<file path="config.mk">
export PLATFORM = sky130hd
export DESIGN_NAME = vga_pixel_scaler_flat
export DESIGN_NICKNAME = d
export VERILOG_FILES = /design/src/rtl/vga_pkg.sv /design/src/rtl/vga_pixel_scaler_if.sv /design/src/rtl/pixel_unpack.sv /design/src/rtl/vga_pixel_scaler.sv /design/src/flat_wrapper.sv
export SDC_FILE = /design/constraint.sdc
export NUM_CORES = 1
export LEC_CHECK = 0
export BUFFER_PORTS_ARGS = -buffer_cell sky130_fd_sc_hd__buf_2
export CORE_MARGIN = 5
export CORE_UTILIZATION = 55
export DETAILED_ROUTE_END_ITERATION = 10
export PLACE_DENSITY = 0.77
export REMOVE_ABC_BUFFERS = 1
export SYNTH_ARGS = -nofsm -noshare
export SYNTH_HDL_FRONTEND = slang
export SYNTH_SLANG_ARGS = --single-unit
export TNS_END_PERCENT = 5
</file>
<file path="constraint.sdc">
create_clock -name clk -period 12.98 [get_ports clk]
set_input_delay 1.298 -clock clk [delete_from_list [all_inputs] [get_ports clk]]
set_output_delay 1.298 -clock clk [all_outputs]
set_load 0.01 [all_outputs]
</file>
<file path="src/rtl/vga_pkg.sv">
// Shared types for the VGA pixel fetch stage: pixel formats, RGB triple, pipeline tag.
package vga_pkg;

   typedef enum logic [1:0] {
      GRAY8  = 2'd0,
      RGB888 = 2'd1,
      RGB565 = 2'd2,
      RSVD   = 2'd3
   } pix_fmt_e;

   typedef struct packed {
      logic [7:0] r;
      logic [7:0] g;
      logic [7:0] b;
   } rgb_t;

   // Side information that travels alongside a read until its data returns
   typedef struct packed {
      logic     valid;
      logic     inwin;
      pix_fmt_e fmt;
   } pix_tag_t;

   localparam int SCREEN_W_DEF = 640;
   localparam int SCREEN_H_DEF = 480;

endpackage

</file>
<file path="src/rtl/vga_pixel_scaler_if.sv">
// Frame-buffer read port: registered address/strobe out, data back after a fixed latency.
interface vga_pixel_scaler_if #(
   parameter int ADDR_W = 22
);
   logic [ADDR_W-1:0] rd_addr;
   logic              rd_en;
   logic [31:0]       rd_data;

   modport master (output rd_addr, output rd_en, input rd_data);
   modport slave  (input rd_addr, input rd_en, output rd_data);
endinterface

</file>
<file path="src/rtl/pixel_unpack.sv">
// Combinational unpack of one frame-buffer word into 8-bit RGB.
module pixel_unpack
   import vga_pkg::*;
(
   input  pix_fmt_e    fmt,
   input  logic [31:0] data,
   output rgb_t        rgb
);
   logic unused_hi;
   assign unused_hi = ^data[31:24];

   always_comb begin
      rgb = '0;
      case (fmt)
         GRAY8:   rgb = '{r: data[7:0], g: data[7:0], b: data[7:0]};
         RGB888:  rgb = '{r: data[23:16], g: data[15:8], b: data[7:0]};
         // 565 widened by replicating the top bits into the vacated LSBs
         RGB565:  rgb = '{r: {data[15:11], data[15:13]},
                          g: {data[10:5],  data[10:9]},
                          b: {data[4:0],   data[4:2]}};
         default: rgb = '0;
      endcase
   end
endmodule

</file>
<file path="src/rtl/vga_pixel_scaler.sv">
// Pixel fetch stage: maps VGA position to a frame-buffer address (stretch or native centred),
// issues the read and unpacks the returned word. Fixed latency RD_LAT+2 from h/v to VGA_*.
//
// state         | meaning
// ST_WAIT_FRAME | counters untrusted (reset or sequence fault); reads and video held off until h=0,v=0
// ST_RUN        | locked to the timing generator; active pixels are fetched and displayed
module vga_pixel_scaler
   import vga_pkg::*;
#(
   parameter int IMG_W     = 300,
   parameter int IMG_H     = 300,
   parameter int SCREEN_W  = SCREEN_W_DEF,
   parameter int SCREEN_H  = SCREEN_H_DEF,
   parameter int ADDR_W    = 22,
   parameter int BASE_ADDR = 0,
   parameter int RD_LAT    = 1
) (
   input  logic                clk,
   input  logic                rst_n,
   input  logic [9:0]          h_counter,
   input  logic [9:0]          v_counter,
   input  logic                video_on,
   input  logic [1:0]          fmt,
   input  logic                native,
   input  logic [23:0]         border_rgb,
   vga_pixel_scaler_if.master  fb,
   output logic [7:0]          VGA_R,
   output logic [7:0]          VGA_G,
   output logic [7:0]          VGA_B,
   output logic                pix_valid,
   output logic                seq_err
);
   typedef logic [ADDR_W-1:0] addr_t;
   typedef enum logic {ST_WAIT_FRAME, ST_RUN} state_e;

   localparam int X0 = (SCREEN_W - IMG_W) / 2;
   localparam int Y0 = (SCREEN_H - IMG_H) / 2;

   localparam logic [9:0]  H_LAST = 10'(SCREEN_W - 1);
   localparam logic [9:0]  X_LO   = 10'(X0);
   localparam logic [9:0]  X_HI   = 10'(X0 + IMG_W);
   localparam logic [9:0]  Y_LO   = 10'(Y0);
   localparam logic [9:0]  Y_HI   = 10'(Y0 + IMG_H);
   localparam logic [15:0] SW_R   = 16'(SCREEN_W);
   localparam logic [15:0] SH_R   = 16'(SCREEN_H);
   localparam logic [15:0] IW_R   = 16'(IMG_W);
   localparam logic [15:0] IH_R   = 16'(IMG_H);
   localparam addr_t       IW_A   = addr_t'(IMG_W);
   localparam addr_t       BASE_A = addr_t'(BASE_ADDR);

   state_e      state, state_nxt;
   logic        run;
   logic        frame_start, seq_bad, active;
   logic [9:0]  prev_h, prev_v;
   logic        have_prev;

   pix_fmt_e    fmt_sh, fmt_cur;
   logic        native_sh, native_cur;
   logic        h_in_win, v_in_win, in_win;

   addr_t       col, col_cur;
   logic [15:0] col_rem, col_rem_cur, col_rem_sum;
   addr_t       row_base, row_base_cur, row_base_nxt;
   logic [15:0] row_rem, row_rem_cur, row_rem_sum, row_rem_nxt;

   pix_tag_t    tag_in, tag_out;
   pix_tag_t    tag_q [RD_LAT+1];
   rgb_t        unpacked;

   assign frame_start = (h_counter == 10'd0) && (v_counter == 10'd0);
   assign seq_bad     = have_prev &&
                        ((video_on && (h_counter != 10'd0) && (h_counter != prev_h + 10'd1)) ||
                         ((v_counter != prev_v) && (v_counter != prev_v + 10'd1) && (v_counter != 10'd0)));

   // Mode shadows take the live inputs on the frame-start pixel itself
   assign fmt_cur    = frame_start ? pix_fmt_e'(fmt) : fmt_sh;
   assign native_cur = frame_start ? native : native_sh;

   assign h_in_win = (h_counter >= X_LO) && (h_counter < X_HI);
   assign v_in_win = (v_counter >= Y_LO) && (v_counter < Y_HI);
   assign in_win   = native_cur ? (h_in_win && v_in_win) : 1'b1;
   assign active   = run && video_on;

   always_ff @(posedge clk or negedge rst_n) begin
      if (!rst_n) state <= ST_WAIT_FRAME;
      else        state <= state_nxt;
   end

   always_comb begin
      state_nxt = state;
      run       = 1'b0;
      case (state)
         ST_WAIT_FRAME: if (frame_start) begin
            state_nxt = ST_RUN;
            run       = 1'b1;
         end
         ST_RUN: if (seq_bad) state_nxt = ST_WAIT_FRAME;
                 else         run       = 1'b1;
         default: state_nxt = ST_WAIT_FRAME;
      endcase
   end

   // Column: DDA in stretch mode, plain counter from the window edge in native mode
   assign col_rem_sum = col_rem + IW_R;
   always_comb begin
      col_cur     = col;
      col_rem_cur = col_rem;
      if (native_cur) begin
         col_rem_cur = '0;
         col_cur     = (h_counter == X_LO) ? '0 : col + addr_t'(1);
      end else if (h_counter == 10'd0) begin
         col_cur     = '0;
         col_rem_cur = '0;
      end else if (col_rem_sum >= SW_R) begin
         col_cur     = col + addr_t'(1);
         col_rem_cur = col_rem_sum - SW_R;
      end else begin
         col_rem_cur = col_rem_sum;
      end
   end

   // Row base steps after the last active pixel of each line
   assign row_base_cur = frame_start ? '0 : row_base;
   assign row_rem_cur  = frame_start ? '0 : row_rem;
   assign row_rem_sum  = row_rem_cur + IH_R;
   always_comb begin
      row_base_nxt = row_base_cur;
      row_rem_nxt  = row_rem_cur;
      if (h_counter == H_LAST) begin
         if (native_cur) begin
            if (v_in_win) row_base_nxt = row_base_cur + IW_A;
         end else if (row_rem_sum >= SH_R) begin
            row_base_nxt = row_base_cur + IW_A;
            row_rem_nxt  = row_rem_sum - SH_R;
         end else begin
            row_rem_nxt  = row_rem_sum;
         end
      end
   end

   always_ff @(posedge clk or negedge rst_n) begin
      if (!rst_n) begin
         fmt_sh     <= GRAY8;
         native_sh  <= 1'b0;
         col        <= '0;
         col_rem    <= '0;
         row_base   <= '0;
         row_rem    <= '0;
         prev_h     <= '0;
         prev_v     <= '0;
         have_prev  <= 1'b0;
         seq_err    <= 1'b0;
         fb.rd_addr <= '0;
         fb.rd_en   <= 1'b0;
      end else begin
         fmt_sh     <= fmt_cur;
         native_sh  <= native_cur;
         col        <= col_cur;
         col_rem    <= col_rem_cur;
         row_base   <= row_base_nxt;
         row_rem    <= row_rem_nxt;
         prev_h     <= h_counter;
         prev_v     <= v_counter;
         have_prev  <= 1'b1;
         if (seq_bad) seq_err <= 1'b1;
         fb.rd_addr <= BASE_A + row_base_cur + col_cur;
         fb.rd_en   <= active && in_win;
      end
   end

   assign tag_in  = '{valid: active, inwin: in_win, fmt: fmt_cur};
   assign tag_out = tag_q[RD_LAT];

   always_ff @(posedge clk or negedge rst_n) begin
      if (!rst_n) begin
         for (int i = 0; i <= RD_LAT; i++) tag_q[i] <= '0;
      end else begin
         tag_q[0] <= tag_in;
         for (int i = 1; i <= RD_LAT; i++) tag_q[i] <= tag_q[i-1];
      end
   end

   pixel_unpack u_unpack (
      .fmt  (tag_out.fmt),
      .data (fb.rd_data),
      .rgb  (unpacked)
   );

   always_ff @(posedge clk or negedge rst_n) begin
      if (!rst_n) begin
         {VGA_R, VGA_G, VGA_B} <= '0;
         pix_valid             <= 1'b0;
      end else if (!tag_out.valid) begin
         {VGA_R, VGA_G, VGA_B} <= '0;
         pix_valid             <= 1'b0;
      end else begin
         {VGA_R, VGA_G, VGA_B} <= tag_out.inwin ? unpacked : rgb_t'(border_rgb);
         pix_valid             <= 1'b1;
      end
   end

endmodule

</file>
<file path="src/flat_wrapper.sv">
// flat-port wrapper written by rule: the top's interface ports become plain ports
module vga_pixel_scaler_flat import vga_pkg::*;
#(
   parameter int IMG_W     = 300,
   parameter int IMG_H     = 300,
   parameter int SCREEN_W  = SCREEN_W_DEF,
   parameter int SCREEN_H  = SCREEN_H_DEF,
   parameter int ADDR_W    = 22,
   parameter int BASE_ADDR = 0,
   parameter int RD_LAT    = 1
)
  (clk, rst_n, h_counter, v_counter, video_on, fmt, native, border_rgb, VGA_R, VGA_G, VGA_B, pix_valid, seq_err, fb_rd_addr, fb_rd_en, fb_rd_data);
  vga_pixel_scaler_if #(.ADDR_W(ADDR_W)) fb_i ();
  input  logic clk;
  input  logic rst_n;
  input  logic [9:0] h_counter;
  input  logic [9:0] v_counter;
  input  logic video_on;
  input  logic [1:0] fmt;
  input  logic native;
  input  logic [23:0] border_rgb;
  output logic [7:0] VGA_R;
  output logic [7:0] VGA_G;
  output logic [7:0] VGA_B;
  output logic pix_valid;
  output logic seq_err;
  output wire logic [$bits(fb_i.rd_addr)-1:0] fb_rd_addr;
  output wire logic [$bits(fb_i.rd_en)-1:0] fb_rd_en;
  input wire logic [$bits(fb_i.rd_data)-1:0] fb_rd_data;
  assign fb_rd_addr = fb_i.rd_addr;
  assign fb_rd_en = fb_i.rd_en;
  assign fb_i.rd_data = fb_rd_data;
  vga_pixel_scaler #(.IMG_W(IMG_W), .IMG_H(IMG_H), .SCREEN_W(SCREEN_W), .SCREEN_H(SCREEN_H), .ADDR_W(ADDR_W), .BASE_ADDR(BASE_ADDR), .RD_LAT(RD_LAT)) u_core (.clk(clk), .rst_n(rst_n), .h_counter(h_counter), .v_counter(v_counter), .video_on(video_on), .fmt(fmt), .native(native), .border_rgb(border_rgb), .fb(fb_i), .VGA_R(VGA_R), .VGA_G(VGA_G), .VGA_B(VGA_B), .pix_valid(pix_valid), .seq_err(seq_err));
endmodule
</file>
---- Word level (Yosys, flattened, before mapping) ----
Cells that the tools add are included.
storage, ports and cells
  output and inout port bits .............. 49
  input port bits ......................... 82
  bits in registers ....................... 156
  word-level logic and storage cells ...... 89
operators by class
  magnitude comparators ................... 6
  bitwise operators ....................... 1
  add/sub/neg operators ................... 9
  equal/unequal tests ..................... 7
  muxes and demuxes ....................... 27
  reduce and logical (&&, ||, !) cells .... 17
operator list
  operator                                                             number
  2-to-1 mux 22 bit                                                    9
  2-to-1 mux 16 bit                                                    7
  one-hot mux 24 bit (3 select lines)                                  1
  adder 16 x 9 -> 16 bit, second input constant                        2
  inequality test 10 bit                                               3
  2-to-1 mux 24 bit                                                    1
  2-to-1 mux 8 bit                                                     3
  adder 22 x 1 -> 22 bit, second input constant                        1
  adder 22 bit                                                         1
  adder 22 x 9 -> 22 bit, second input constant                        1
  adder 10 x 1 -> 10 bit, second input constant                        2
  zero test 10 bit                                                     2
  < comparator 10 x 9 -> 1 bit, second input constant                  2
  nonzero test 10 bit                                                  2
  greater-or-equal comparator 16 x 10 -> 1 bit, second input constant  1
  greater-or-equal comparator 16 x 9 -> 1 bit, second input constant   1
  subtractor 16 x 10 -> 16 bit, second input constant                  1
  subtractor 16 x 9 -> 16 bit, second input constant                   1
  logical AND 1 bit                                                    11
  equality test 10 bit, second input constant                          1
  equality test 10 x 8 -> 1 bit, second input constant                 1
  greater-or-equal comparator 10 x 7 -> 1 bit, second input constant   1
  greater-or-equal comparator 10 x 8 -> 1 bit, second input constant   1
  2-to-1 mux 1 bit                                                     5
  other kinds (6)                                                      6

---- Depth between registers and ports, before layout ----
  depth after elaboration ................. 10
  depth in mapped cells ................... 25
  mapped depth without buffers ............ 23

---- Modules after synthesis ----
Synthesis repeated with hierarchy kept, for this count alone.
unflattened totals
  cell total of the unflattened synthesis .. 1026
  area total of the unflattened synthesis .. 9575.4 µm²
modules (own cells, without submodules)
  module            area each (µm²)  seq. area each (µm²)  instances  cells an instance
  vga_pixel_scaler  9072.5           3803.6                1          957
  pixel_unpack      503.0            0.0                   1          69

---- Worst setup path after synthesis ----
No wires, ideal clock.
  kind .................................... input to register
  start ................................... in h_counter[8]
  end ..................................... reg u_core.fb.rd_addr[21]
  buffers on the path ..................... 2
  data required time ...................... 12.845 ns
  stages on the path ...................... 21
  setup slack ............................. 6.905 ns
  arrival time ............................ 5.940 ns
  path through ............................ clkbuf_1 or4_1 or4_4 nor3_1 nor2_1 o21a_1 clkbuf_1 o21ai_0 ha_1 a21o_1 a21oi_1 o21ai_0 o22ai_1 o21ai_0 a21oi_1 o311ai_4 a21oi_2 o311ai_2 a311o_1 a21oi_1 xor3_1
on the way
  longest elaborated chain between the ends .. 5
  elaborated cells between the ends (all ways) .. 9
RTL lines
  element                RTL line                                         RTL
  start, declared        flat_wrapper.sv:16                               input logic [9:0] h_counter;
  zero test 10 bit       vga_pixel_scaler.sv:70, vga_pixel_scaler.sv:111
  logical AND 1 bit      vga_pixel_scaler.sv:70                           assign frame_start = (h_counter == 10'd0) && (v_counter == 10'd0);
  2-to-1 mux 1 bit       vga_pixel_scaler.sv:77                           assign native_cur = frame_start ? native : native_sh;
  2-to-1 mux 22 bit (*)  vga_pixel_scaler.sv:108                          if (native_cur) begin
  net u_core.col_cur[1]  vga_pixel_scaler.sv:61                           addr_t col, col_cur;
  adder 22 bit (*)       vga_pixel_scaler.sv:166                          fb.rd_addr <= BASE_A + row_base_cur + col_cur;
  end signal, assigned   vga_pixel_scaler.sv:166
  end, declared          vga_pixel_scaler_if.sv:9                         modport master (output rd_addr, output rd_en, input rd_data);
Mark *: on every way through the listed nets, which the timed path passes. The rest lies on a longest branch.
A chain may end at the register's enable or synchronous reset.

---- Worst setup path after layout ----
  start ................................... in h_counter[2]
  end ..................................... reg u_core.fb.rd_addr[20]
The elaborated chain is that of the path after synthesis.

==> qor.yml <==
die_width_um: 140.5
synth_enable_flop_cells: 0
cp-end-kind: "flip-flop"
placed_cells: 1345
cts-root-buf: "clkbuf_16"
worst_ep_required_time_ns: 13.32
viasPerCell: 5.922
ctsHoldBuffers: 0
pre_cts_slack_ns: 5.546
synth.most_common_cell: "dfrtp_1"
final.setup.tns_ns: 0
path_cells: "buf_2, or4_4, or4_4, nand2b_2, o21a_1, mux2i_1, ha_1, fa_1, a21oi_1, o21ai_0, o31a_1, o41ai_1, nand2_1, a31oi_1, o21ai_0, a41oi_1, o21ai_0, o21a_1, o211ai_1"
chipHeight_um: 140.5
critPathKind: "input pin to flip-flop"
netlist_top_cells_count: "152 x dfrtp_1, 114 x nand2_1, 96 x nor2_1"
grt_max_degree: 86
setup_violations: 0
diodes: 0
rows: 47
syn_area_per_cell_um2: 9.019
ys_seq_area_frac: 0.4059
dpl.hpwl_um: 15930
async_flop_share: 1.000
fmax_mhz: 141.0
synth.area.top_cells: "dfrtp_1 41%, xnor2_1 5.0%, nand2_1 4.6%"
fin_ws_ns: 5.890
areaGrowthSynthToFinish_pct: 14.53
seqCellArea_um2: 3804
yosysTopAreaCellShare: 0.4059
leakage_uw: 0.005007
start_util: 0.5630
via_count: 8155
detail_route.drc_violations: 0
htree_levels: 4
startpoint_type: "input pin"
first_iter_violations: 649
synth-seq-cells: 152
routedWlPerCell_um: 16.31
crit_slowest_cell: "o21a_1"
max_stage_delay_ns: 0.73
whs_ns: 0.3460
track_usage: 0.2292
hold_violations: 0
cp_common_cell: "o21ai_0"
grt_first_pass_wirelength_um: 37730
pin_count: 131
totalWireLength_um: 22460
clkLatencyLatePin_ns: 0.43
drv_cap: 0
cts.sinks: 152
status: "finished clean"
fin_nets: 1253
grt_overflow: 0
max-vdd-ir-drop_mv: 0.1119
multi_input_area_um2: 5295
fin_cells: 1377
cts_buffer_depth: 2
worstPathArrival_ns: 7.43
die_area_um2: 19750
syn_area_um2: 9370
power.density_nw_per_um2: 146.6
clk_pin_slew_ns: 0.06
rsz0062_at_grt: "false"
synthFlopType: "dfrtp_1"
synth_cell_types: 85
cts_tree: "yes"
fin_crit_ns: 7.090
yosysTopAreaCell: "dfrtp_1"
fill_cells: 1361
path_max_fanout: 24
cts_resized: 0
maxSlewHeadroom: 0.4255
dr.pass1.iters: 5
finalMaxSlewViolations: 0
antenna_found_initial: 1
io_buffer_count: 122
timing.final.crit_share: 0.5462
grt_pass1_vias: 7726
skew_ns: 0.007508
min_path_type: "flip-flop to flip-flop"
yosys_warnings: 0
worst_pin_slew_ns: 0.8618
cts_buffers: 17
drive_above_1_share: 0.1685
post-cts-setup-buffer-count: 0
place_congestion: 0.8579
syn_inst: 1039
core_um2: 16640
drtAntennaViolNets: 0
## final timing paths
path | start | cells after the start | end | slack [ns]
max in group asynchronous | rst_n | 2 | u_core.row_rem[14] | 10.69
max | h_counter[2] | 19 | u_core.fb.rd_addr[20] | 5.89
max reg2reg | u_core.col_rem[2] | 22 | u_core.fb.rd_addr[20] | 6.06
min reg2reg | u_core.tag_q[7] | 0 | u_core.tag_out[3] | 0.35
min in group asynchronous | rst_n | 1 | u_core.fb.rd_addr[17] | 0.92
min | u_core.tag_q[7] | 0 | u_core.tag_out[3] | 0.35
## cell type report
class                   count  share of cell area
multi-input cells         816              0.4934
flip-flops and latches    152              0.3544
repair buffers            127             0.06098
clock buffers              21             0.04384
well taps                 220             0.02565
clock inverters            11             0.01119
inverters                  30             0.01049
## worst max-delay path, delay by kind of cell
| family | cells | cell delay [ns] |
|---|---|---|
| AOI/OAI and AO/OA | 11 | 3.53 |
| and+or+nand+nor | 4 | 1.56 |
| adders and majority gates | 2 | 0.67 |
| muxes | 1 | 0.23 |
| buffers and inverters | 1 | 0.14 |
## report_power, final
| group | internal, uW | leakage [uW] | switching [uW] |
|---|---|---|---|
| clock | 298 | 0.000286 | 199 |
| combinational | 200 | 0.00279 | 267 |
| sequential | 545 | 0.00193 | 63.6 |
| total | 1040 | 0.00501 | 530 |
## sequential cells by signal (all words and copies together), names as in the netlist, 2 cells and up
signal / count
u_core.VGA_B: 8
u_core.VGA_G: 8
u_core.VGA_R: 8
u_core.col: 22
u_core.col_rem: 14
u_core.fb.rd_addr: 22
u_core.fmt_sh: 2
u_core.prev_h: 10
u_core.prev_v: 10
u_core.row_base: 22
u_core.row_rem: 14
u_core.tag_out: 4
u_core.tag_q: 2
## cell usage in the layout (no fill, tap or decap), types with 20 or more instances in the layout
cell and instances:
o21ai_0 64, nand3_1 46, xnor2_1 53, nor2_1 96, nand2_1 114, a21oi_1 73, nor3_1 22, buf_2 121
dfrtp_1 152, xor2_1 42, inv_1 28, o211ai_1 20, ha_1 26
## layer usage
metal	global-route usage	up-vias	routed length, um
met3	0.04124	40	1276
met5	0	-	13
met4	0.07037	2	369
met1	0.3153	3866	9989
li1	-	3980	-
met2	0.3710	267	10810
## kinds of logic after synthesis
| logic type | share of synthesized area |
|---|---|
| fa+ha+maj | 0.03685 |
| buf+inv | 0.02898 |
| simple gates | 0.2087 |
| compound gates | 0.2135 |
| mux | 0.01255 |
| xor+xnor | 0.09307 |
| other cells | 0.0004002 |
| flops | 0.4059 |
## per-stage QoR
step / cell area (um^2) / utilization / total power, uW
global placement: 10140 / 0.6094 / 1061
CTS: 10730 / 0.6448 / 1583
floorplan: 9211 / - / 949.7
detailed placement: 10140 / 0.6094 / 1078
global route: 10730 / 0.6448 / 1670
finish: 10730 / 0.6448 / 1573
Note: power is estimated with default switching activity, not from simulation.
